File: src/rtl/modulo_sweep_seq_if.sv
// Operand/result bundle between the sweep sequencer, the modulo core and the downstream consumer.
// The master side is the sequencer; the slave side is whoever drives start, y_in and res_ready.
interface modulo_sweep_seq_if #(
  parameter int W     = 2,
  parameter int RES_W = 3,
  parameter int SUM_W = 8
);
  logic             start;
  logic [W-1:0]     a_out;
  logic [W-1:0]     b_out;
  logic [RES_W-1:0] y_in;
  logic             res_valid;
  logic             res_ready;
  logic [W-1:0]     res_a;
  logic [W-1:0]     res_b;
  logic [RES_W-1:0] res_y;
  logic             busy;
  logic             done;
  logic [SUM_W-1:0] checksum;

  modport master (
    input  start, y_in, res_ready,
    output a_out, b_out, res_valid, res_a, res_b, res_y, busy, done, checksum
  );

  modport slave (
    output start, y_in, res_ready,
    input  a_out, b_out, res_valid, res_a, res_b, res_y, busy, done, checksum
  );
endinterface

File: src/rtl/modulo_sweep_seq.sv
// Exhaustive (a,b) operand sweeper for a combinational modulo core: drives each pair, samples y
// after HOLD cycles, hands the beat downstream over valid/ready and keeps a running checksum.
module modulo_sweep_seq #(
  parameter int W       = 2,
  parameter int RES_W   = 3,
  parameter int HOLD    = 1,
  parameter int SKIP_ZB = 0,
  parameter int SUM_W   = 8
) (
  input  logic                clk,
  input  logic                rst,
  modulo_sweep_seq_if.master  bus
);

  localparam logic [W-1:0] B_FIRST = (SKIP_ZB != 0) ? W'(1) : W'(0);
  localparam logic [W-1:0] OP_MAX  = {W{1'b1}};
  localparam logic [3:0]   HOLD_LD = 4'(HOLD);

  typedef enum logic [1:0] {
    ST_IDLE  = 2'd0,
    ST_DRIVE = 2'd1,
    ST_OUT   = 2'd2,
    ST_FIN   = 2'd3
  } state_t;

  state_t           state_r;
  logic [3:0]       hold_cnt_r;
  logic [W-1:0]     a_r;
  logic [W-1:0]     b_r;
  logic [W-1:0]     res_a_r;
  logic [W-1:0]     res_b_r;
  logic [RES_W-1:0] res_y_r;
  logic             res_valid_r;
  logic             busy_r;
  logic             done_r;
  logic [SUM_W-1:0] checksum_r;

  logic             last_pair_s;
  logic [W-1:0]     next_a_s;
  logic [W-1:0]     next_b_s;

  // Successor pair: b wraps to its first legal value, which also keeps skipped pairs out.
  always_comb begin
    last_pair_s = (a_r == OP_MAX) && (b_r == OP_MAX);
    if (b_r == OP_MAX) begin
      next_b_s = B_FIRST;
      next_a_s = a_r + W'(1);
    end else begin
      next_b_s = b_r + W'(1);
      next_a_s = a_r;
    end
  end

  // Sweep FSM with all outputs registered.
  always_ff @(posedge clk or posedge rst) begin
    if (rst) begin
      state_r     <= ST_IDLE;
      hold_cnt_r  <= 4'd0;
      a_r         <= '0;
      b_r         <= '0;
      res_a_r     <= '0;
      res_b_r     <= '0;
      res_y_r     <= '0;
      res_valid_r <= 1'b0;
      busy_r      <= 1'b0;
      done_r      <= 1'b0;
      checksum_r  <= '0;
    end else begin
      case (state_r)
        ST_IDLE: begin
          done_r <= 1'b0;
          if (bus.start) begin
            checksum_r <= '0;
            a_r        <= '0;
            b_r        <= B_FIRST;
            hold_cnt_r <= HOLD_LD;
            busy_r     <= 1'b1;
            state_r    <= ST_DRIVE;
          end
        end
        ST_DRIVE: begin
          // Final count cycle: y_in has now been stable for HOLD cycles.
          if (hold_cnt_r <= 4'd1) begin
            hold_cnt_r  <= 4'd0;
            res_a_r     <= a_r;
            res_b_r     <= b_r;
            res_y_r     <= bus.y_in;
            res_valid_r <= 1'b1;
            state_r     <= ST_OUT;
          end else begin
            hold_cnt_r <= hold_cnt_r - 4'd1;
          end
        end
        ST_OUT: begin
          if (bus.res_ready) begin
            checksum_r  <= checksum_r + SUM_W'(res_y_r);
            res_valid_r <= 1'b0;
            if (last_pair_s) begin
              busy_r  <= 1'b0;
              done_r  <= 1'b1;
              state_r <= ST_FIN;
            end else begin
              a_r        <= next_a_s;
              b_r        <= next_b_s;
              hold_cnt_r <= HOLD_LD;
              state_r    <= ST_DRIVE;
            end
          end
        end
        ST_FIN: begin
          done_r  <= 1'b0;
          state_r <= ST_IDLE;
        end
        default: begin
          state_r     <= ST_IDLE;
          res_valid_r <= 1'b0;
          busy_r      <= 1'b0;
          done_r      <= 1'b0;
        end
      endcase
    end
  end

  assign bus.a_out     = a_r;
  assign bus.b_out     = b_r;
  assign bus.res_a     = res_a_r;
  assign bus.res_b     = res_b_r;
  assign bus.res_y     = res_y_r;
  assign bus.res_valid = res_valid_r;
  assign bus.busy      = busy_r;
  assign bus.done      = done_r;
  assign bus.checksum  = checksum_r;

endmodule
File: src/flat_wrapper.sv
// flat-port wrapper written by rule: the top's interface ports become plain ports
module modulo_sweep_seq_flat 
#(
  parameter int W       = 2,
  parameter int RES_W   = 3,
  parameter int HOLD    = 1,
  parameter int SKIP_ZB = 0,
  parameter int SUM_W   = 8
)
  (clk, rst, bus_start, bus_y_in, bus_res_ready, bus_a_out, bus_b_out, bus_res_valid, bus_res_a, bus_res_b, bus_res_y, bus_busy, bus_done, bus_checksum);
  modulo_sweep_seq_if #(.W(W), .RES_W(RES_W), .SUM_W(SUM_W)) bus_i ();
  input  logic clk;
  input  logic rst;
  input wire logic [$bits(bus_i.start)-1:0] bus_start;
  input wire logic [$bits(bus_i.y_in)-1:0] bus_y_in;
  input wire logic [$bits(bus_i.res_ready)-1:0] bus_res_ready;
  output wire logic [$bits(bus_i.a_out)-1:0] bus_a_out;
  output wire logic [$bits(bus_i.b_out)-1:0] bus_b_out;
  output wire logic [$bits(bus_i.res_valid)-1:0] bus_res_valid;
  output wire logic [$bits(bus_i.res_a)-1:0] bus_res_a;
  output wire logic [$bits(bus_i.res_b)-1:0] bus_res_b;
  output wire logic [$bits(bus_i.res_y)-1:0] bus_res_y;
  output wire logic [$bits(bus_i.busy)-1:0] bus_busy;
  output wire logic [$bits(bus_i.done)-1:0] bus_done;
  output wire logic [$bits(bus_i.checksum)-1:0] bus_checksum;
  assign bus_i.start = bus_start;
  assign bus_i.y_in = bus_y_in;
  assign bus_i.res_ready = bus_res_ready;
  assign bus_a_out = bus_i.a_out;
  assign bus_b_out = bus_i.b_out;
  assign bus_res_valid = bus_i.res_valid;
  assign bus_res_a = bus_i.res_a;
  assign bus_res_b = bus_i.res_b;
  assign bus_res_y = bus_i.res_y;
  assign bus_busy = bus_i.busy;
  assign bus_done = bus_i.done;
  assign bus_checksum = bus_i.checksum;
  modulo_sweep_seq #(.W(W), .RES_W(RES_W), .HOLD(HOLD), .SKIP_ZB(SKIP_ZB), .SUM_W(SUM_W)) u_core (.clk(clk), .rst(rst), .bus(bus_i));
endmodule
File: config.mk
export PLATFORM = sky130hd
export DESIGN_NAME = modulo_sweep_seq_flat
export DESIGN_NICKNAME = d
export VERILOG_FILES = /design/src/rtl/modulo_sweep_seq_if.sv /design/src/rtl/modulo_sweep_seq.sv /design/src/flat_wrapper.sv
export SDC_FILE = /design/constraint.sdc
export NUM_CORES = 1
export LEC_CHECK = 0
export CELL_PAD_IN_SITES_DETAIL_PLACEMENT = 0
export CELL_PAD_IN_SITES_GLOBAL_PLACEMENT = 1
export CORE_AREA = 2 2 63 65
export DETAILED_ROUTE_END_ITERATION = 7
export DIE_AREA = 0 0 65 67
export PLACE_DENSITY_LB_ADDON = 0.1
export SYNTH_ARGS = -nofsm -noshare
export SYNTH_HDL_FRONTEND = slang
export SYNTH_SLANG_ARGS = --single-unit
File: constraint.sdc
create_clock -name clk -period 5.2 [get_ports clk]
set_clock_uncertainty 0.15 [all_clocks]
set_input_delay 1.04 -clock clk [delete_from_list [all_inputs] [get_ports clk]]
set_output_delay 1.04 -clock clk [all_outputs]
set_load 0.05 [all_outputs]
==> metrics.txt, run 1 <==
core footprint ~0.0036 sq mm; buffer and inverter count on the worst path 1; hpwl dp 2330 um; Layout Area Growth over Synthesis 25.8%; Hold WS between 0.3 and 0.4 ns; ant diodes 0; post-route ant nets 0; Hold Crit Class reg -> reg; Worst Setup End Kind output port; area occupied by multi-input gates just under 800 sq um; routability cong. 0.785; Synth Register Bits 28; row count 22; Buffers on Ports 28; GRT Total Usage 0.163; proportion of layout cells with a drive suffix above 1 0.112; largest net degree at the start of global routing 29; Hold Fails Final Rpt 0; Post-CTS Setup Inserts 0; minimum clock period approximately 2.8 ns; setup slack, reg-to-reg ~2.5 ns; CTS Hold Bufs 0; Setup TNS 0 ns; Fmax achieved between 300 and 400 MHz; Finish-stage setup viols 0; FF+latch area roughly 700 sq um; die area 0.00436 sq mm; Worst Max-Slew Pin Slew between 1 and 1.5 ns; CTS Buf Count 3; H-tree depth 1; 1st-iter DRT viols 110; Max rail drop VDD 0.213 mV; CP startpoint kind flop; final global-route overflow total 0; final wirelength roughly 3200 um; max cap viols 0; nets 190; vias post-DR ~1200; post-synthesis cell count ~140; drc violations 0; critical path required time about 4 ns; Via density between 5 and 6; Avg Cell Area, Syn about 11 sq um; Root Driver clkbuf_8; Post-Place Cells 214; PnR Total Power 1170 uW; vias in the first global route approximately 1100; Post-synth ARST share 1.00; crit-path leading delay family buffers and inverters; Crit Path Category reg -> out; Cell Count, Final, Fillers Out ~220; worst skew pair latency 0.28 ns; clk sinks 28; first drt pass iteration count 4; Leak 0.000867 uW; RSZ-0062 raised after global routing false; status complete, no violations; Clock Path Buffers 2; Post-Syn Area approximately 0.0015 sq mm; CTS tree done; Final Instance Area between 0.0015 and 0.002 sq mm; die span in x roughly 65 um; Die Height around 67 um; initial antenna violation count 0; Critical Path Fanout Max 8; pwr dens approximately 600 mW/mm^2; Worst path slowest cell clkdlybuf4s50_1; Initial Util 0.428; Arr. time, crit path approximately 1.6 ns; first-pass GRT wire length 5420 um; Post-synth EDFFs 0; Slew Limit Fails 0; dpl cell area roughly 0.0019 sq mm; Rel. slew slack 0.279; largest stage delay on the critical path 0.84 ns; Top FF cell, synth dfrtp_1; Yosys warning total 0; fin crit share 0.533; # fillers 323; routed len/inst between 10 and 15 um; Worst-path clk slew 0.10 ns; crit path cell chain clkdlybuf4s50_1; # resized after CTS 0; io pins 29; register area share after synthesis 0.454; Net Count, Synth 160; Synth cell types 42
## kinds of logic (layout without fill, tap and decap cells)
family | count (synthesis) | count (layout) | synth area share
adders and majority gates | 12 | 12 | 0.102
and+or+nand+nor | 41 | 41 | 0.165
xor gates and xnor gates | 1 | 1 | 0.00568
buffers and inverters | 13 | 42 | 0.0333
muxes | 9 | 9 | 0.0657
DFF | 28 | 28 | 0.454
AOI/OAI and AO/OA | 37 | 37 | 0.174
## flip-flops by register name, summed over array words and instances (netlist names)
register              count
u_core.hold_cnt_r         4
u_core.bus.res_b          2
u_core.bus.res_valid      1
u_core.state_r            2
u_core.bus.res_a          2
u_core.bus.checksum       8
u_core.bus.busy           1
u_core.bus.res_y          3
u_core.bus.b_out          2
u_core.bus.a_out          2
u_core.bus.done           1
## power breakdown
part           switching, uW  total, uW  internal, uW
combinational            403        653           250
sequential              63.6        342           279
clock                   73.6        177           103
## worst paths after layout
path,end,start,depth (start not counted)
max in group asynchronous,u_core.bus.b_out[0],rst,2
worst max-delay path,bus_checksum[4],u_core.bus.checksum[4],1
worst min register to register,u_core.bus.res_a[0],u_core.bus.res_a[0],1
worst min-delay path,u_core.bus.res_a[0],u_core.bus.res_a[0],1
worst max register to register,u_core.bus.checksum[7],u_core.state_r[0],6
min in group asynchronous,u_core.bus.done,rst,2
## stage by stage
step	worst slack, ns	utilization
after floorplan	2.93	-
after global placement	2.27	0.518
after detailed placement	2.20	0.518
after CTS	2.43	0.538
after global routing	2.36	0.538
final	2.43	0.538
## per-layer routing
metal,up-vias,share of wire,track usage
met2,19,0.52,0.289
met1,613,0.45,0.202
met4,0,0.011,0.0638
met5,-,0,0
met3,4,0.019,0.0203
li1,581,-,-
## placed cells by master (no fill, tap or decap), types with 2 or more instances in the layout
| cell type | count |
|---|---|
| nor3_1 | 4 |
| clkbuf_8 | 3 |
| nand2b_1 | 2 |
| a32o_1 | 3 |
| nor2_1 | 5 |
| dfrtp_1 | 28 |
| a31oi_1 | 4 |
| and3_1 | 3 |
| o21ai_0 | 6 |
| o31ai_1 | 2 |
| inv_1 | 10 |
| mux2_2 | 9 |
| clkdlybuf4s50_1 | 28 |
| ha_1 | 11 |
| or4_1 | 2 |
| o211ai_1 | 3 |
| nor2b_1 | 2 |
| nand2_1 | 9 |
| nand3_1 | 6 |
| a21oi_1 | 5 |
| a21o_1 | 3 |
## cell usage after synthesis (2+ instances only)
cell type | number | area share
or4_1 | 2 | 0.0097
o211ai_1 | 3 | 0.015
a21o_1 | 3 | 0.015
mux2_2 | 9 | 0.066
o21ai_0 | 6 | 0.019
and3_1 | 3 | 0.012
o31ai_1 | 2 | 0.0097
nand2_1 | 9 | 0.022
a32o_1 | 3 | 0.019
a21oi_1 | 5 | 0.016
nand2b_1 | 2 | 0.0081
a31oi_1 | 4 | 0.016
nand3_1 | 6 | 0.019
nor2b_1 | 2 | 0.0081
nor2_1 | 5 | 0.012
ha_1 | 11 | 0.089
nor3_1 | 4 | 0.013
dfrtp_1 | 28 | 0.45
buf_2 | 2 | 0.0065
inv_1 | 10 | 0.024
## area by class of cell
class,count,area share
Tap cell,48,0.0309
Multi-Input combinational cell,100,0.407
Inverter,10,0.0193
Clock inverter,1,0.0155
Timing Repair Buffer,28,0.144
Sequential cell,28,0.361
Clock buffer,3,0.0213
No activity file was read; power rests on OpenSTA's default activity.
==> run 2, diff against run 1 <==
--- a/config.mk
+++ b/config.mk
@@ -7,9 +7,9 @@
 export LEC_CHECK = 0
 export CELL_PAD_IN_SITES_DETAIL_PLACEMENT = 0
 export CELL_PAD_IN_SITES_GLOBAL_PLACEMENT = 1
-export CORE_AREA = 2 2 63 65
+export CORE_AREA = 2 2 66 68
 export DETAILED_ROUTE_END_ITERATION = 7
-export DIE_AREA = 0 0 65 67
+export DIE_AREA = 0 0 68 70
 export PLACE_DENSITY_LB_ADDON = 0.1
 export SYNTH_ARGS = -nofsm -noshare
 export SYNTH_HDL_FRONTEND = slang
==> constraint.sdc (replaced) <==
create_clock -name clk -period 2.6 [get_ports clk]
set_clock_uncertainty 0.15 [all_clocks]
set_input_delay 0.52 -clock clk [delete_from_list [all_inputs] [get_ports clk]]
set_output_delay 0.52 -clock clk [all_outputs]
set_load 0.05 [all_outputs]
==> run 2 against run 1 <==
Effect of this change:
- clock power rose by 98%
- cell count up 5.0%
- cell area increased by 3.0%
- sequential share of layout area down 1.0 points
- utilization is 5.6 points lower
- wire length is 0.46% lower
- setup slack worse by 2.1 ns
- first-iteration DRC count down 42%
- non-clock buffer count grew 7
- combinational power grew 110%
- hold slack improved by 0.0056 ns
==> metrics.txt, run 2 (same netlist as run 1, synthesis figures left out) <==
status complete, no violations; max FFs per register 8 (unchanged); Finish-stage setup viols 0 (unchanged); PnR Total Power 2420 uW (+110%); largest stage delay on the critical path 0.83 ns (about the same); routed len/inst 14.1 um (-5.2%); first-pass GRT wire length 5420 um (-0.13%); Max rail drop VDD 0.462 mV (+120%); worst skew pair latency 0.28 ns (about the same); first drt pass iteration count 4 (unchanged); Worst path slowest cell clkdlybuf4s50_1; 1st-iter DRT viols 64 (-42%); Crit Path Category reg -> out; initial antenna violation count 0 (unchanged); CTS tree done; critical path required time 1.93 ns (-2.08 ns); max cap viols 0 (unchanged); Hold Path End u_core.bus.res_b[1]; Hold Path Origin u_core.bus.res_b[1]; reg2reg end u_core.bus.checksum[7]; Clk pwr share 0.145 (-0.006); post-route ant nets 0 (unchanged); switching share of power 0.453 (-0.00852); commonest cells after routing, fill and taps aside clkdlybuf4s50_1, dfrtp_1, ha_1; clk sinks 28 (unchanged); Reg power frac 0.282 (-0.010); Die Height 70 um (+4.5%); Buffers on Ports 28 (unchanged); final wirelength 3220 um (-0.46%); CTS Hold Bufs 0 (unchanged); Reg-to-Reg Start u_core.state_r[0]; die area 0.00476 sq mm (+9.3%); Rel. slew slack 0.566 (+0.287); crit-path leading delay family buffers and inverters; Worst Max-Slew Pin Slew 0.646 ns (-0.434 ns); Clock Path Buffers 2 (unchanged); Arr. time, crit path 1.56 ns (-0.02 ns); CTS Buf Count 3 (unchanged); minimum clock period approximately 2.2 ns; Final Instance Area 0.00200 sq mm (+3.0%); final global-route overflow total 0 (unchanged); reg2reg path depth 6 (unchanged); Worst-path clk slew 0.10 ns (about the same); # resized after CTS 0 (unchanged); setup slack, reg-to-reg 0.45 ns (-2.07 ns); hpwl dp 2480 um (+6.3%); H-tree depth 1 (unchanged); Hold Fails Final Rpt 0 (unchanged); pwr dens 1210 mW/mm^2 (+100%); Worst Setup End Kind output port; buffer and inverter count on the worst path 1 (unchanged); Layout Area Growth over Synthesis 29.5%; fin crit share 0.857; CP startpoint kind flop; Fmax achieved 449 MHz; Critical Path Fanout Max 8 (unchanged); io pins 29 (unchanged); combinational share of power 0.573 (+0.016); drc violations 0 (unchanged); RSZ-0062 raised after global routing false; P_sw 1100 uW (+100%); largest net degree at the start of global routing 29 (unchanged); row count 24 (+9.1%); Root Driver clkbuf_8; routability cong. 0.784 (-0.22%); die span in x 68 um (+4.6%); crit path cell chain clkdlybuf4s50_1; core footprint 0.00414 sq mm (+15%); Hold Crit Class reg -> reg; nets 197 (+3.7%); Slew Limit Fails 0 (unchanged); Hold WS 0.369 ns (+0.00565 ns); ant diodes 0 (unchanged); vias in the first global route 1168 (+3.1%); Leak 0.000901 uW (+3.8%); vias post-DR 1217 (unchanged); Post-CTS Setup Inserts 0 (unchanged); worst hold path depth 1 (unchanged); Initial Util 0.372 (-0.0555); dpl cell area 0.00193 sq mm (+3.1%); GRT Total Usage 0.147 (-0.0161); Setup TNS 0 ns (unchanged); Post-Place Cells 225 (+5.1%); Cell Count, Final, Fillers Out 229 (+5.0%); P_int 1330 uW (+110%); Via density 5.31 (-4.8%); proportion of layout cells with a drive suffix above 1 0.147 (+0.0351)
run 2: final cells by class:
cell class,count,area (sq um)
Tap cell,52,65.1
Inverter,10,37.5
Clock inverter,1,30.0
Multi-Input combinational cell,100,791
Fill cell,380,2150
Timing Repair Buffer,35,333
Sequential cell,28,701
Clock buffer,3,41.3
run 2: stage by stage:
step / utilization / worst slack (ns)
detailed placement: 0.465 / 0.167
CTS: 0.482 / 0.357
finish: 0.482 / 0.371
global route: 0.482 / 0.305
global placement: 0.465 / 0.222
floorplan: - / 0.420
run 2: how the worst max path moves through the flow:
stage | from | endpoint | slack (ns) | cells after the start
floorplan | u_core.bus.checksum[0] | u_core.bus.checksum[6] | 0.42 | 6
global placement | bus_res_ready | u_core.bus.checksum[7] | 0.22 | 5
detailed placement | bus_res_ready | u_core.bus.checksum[7] | 0.17 | 5
CTS | u_core.bus.checksum[4] | bus_checksum[4] | 0.36 | 1
global route | u_core.bus.checksum[4] | bus_checksum[4] | 0.31 | 1
finish | u_core.bus.checksum[4] | bus_checksum[4] | 0.37 | 1
run 2: power groups by stage:
stage / logic [uW] / clock network [uW] / registers, uW
6_report: 1390 / 350 / 684
5_1_grt: 1510 / 373 / 708
3_5_place_dp: 1400 / 0 / 696
4_1_cts: 1400 / 361 / 686
3_3_place_gp: 1380 / 0 / 689
2_1_floorplan: 655 / 0 / 995
run 2: layer usage:
layer | up-vias | global-route usage | share of wire | wire length (um)
met5 | - | 0 | 0 | 0
met4 | 0 | 0.0511 | 0.0062 | 20
met3 | 2 | 0.0193 | 0.026 | 85
met2 | 17 | 0.241 | 0.52 | 1660
met1 | 600 | 0.197 | 0.45 | 1450
li1 | 598 | - | - | -
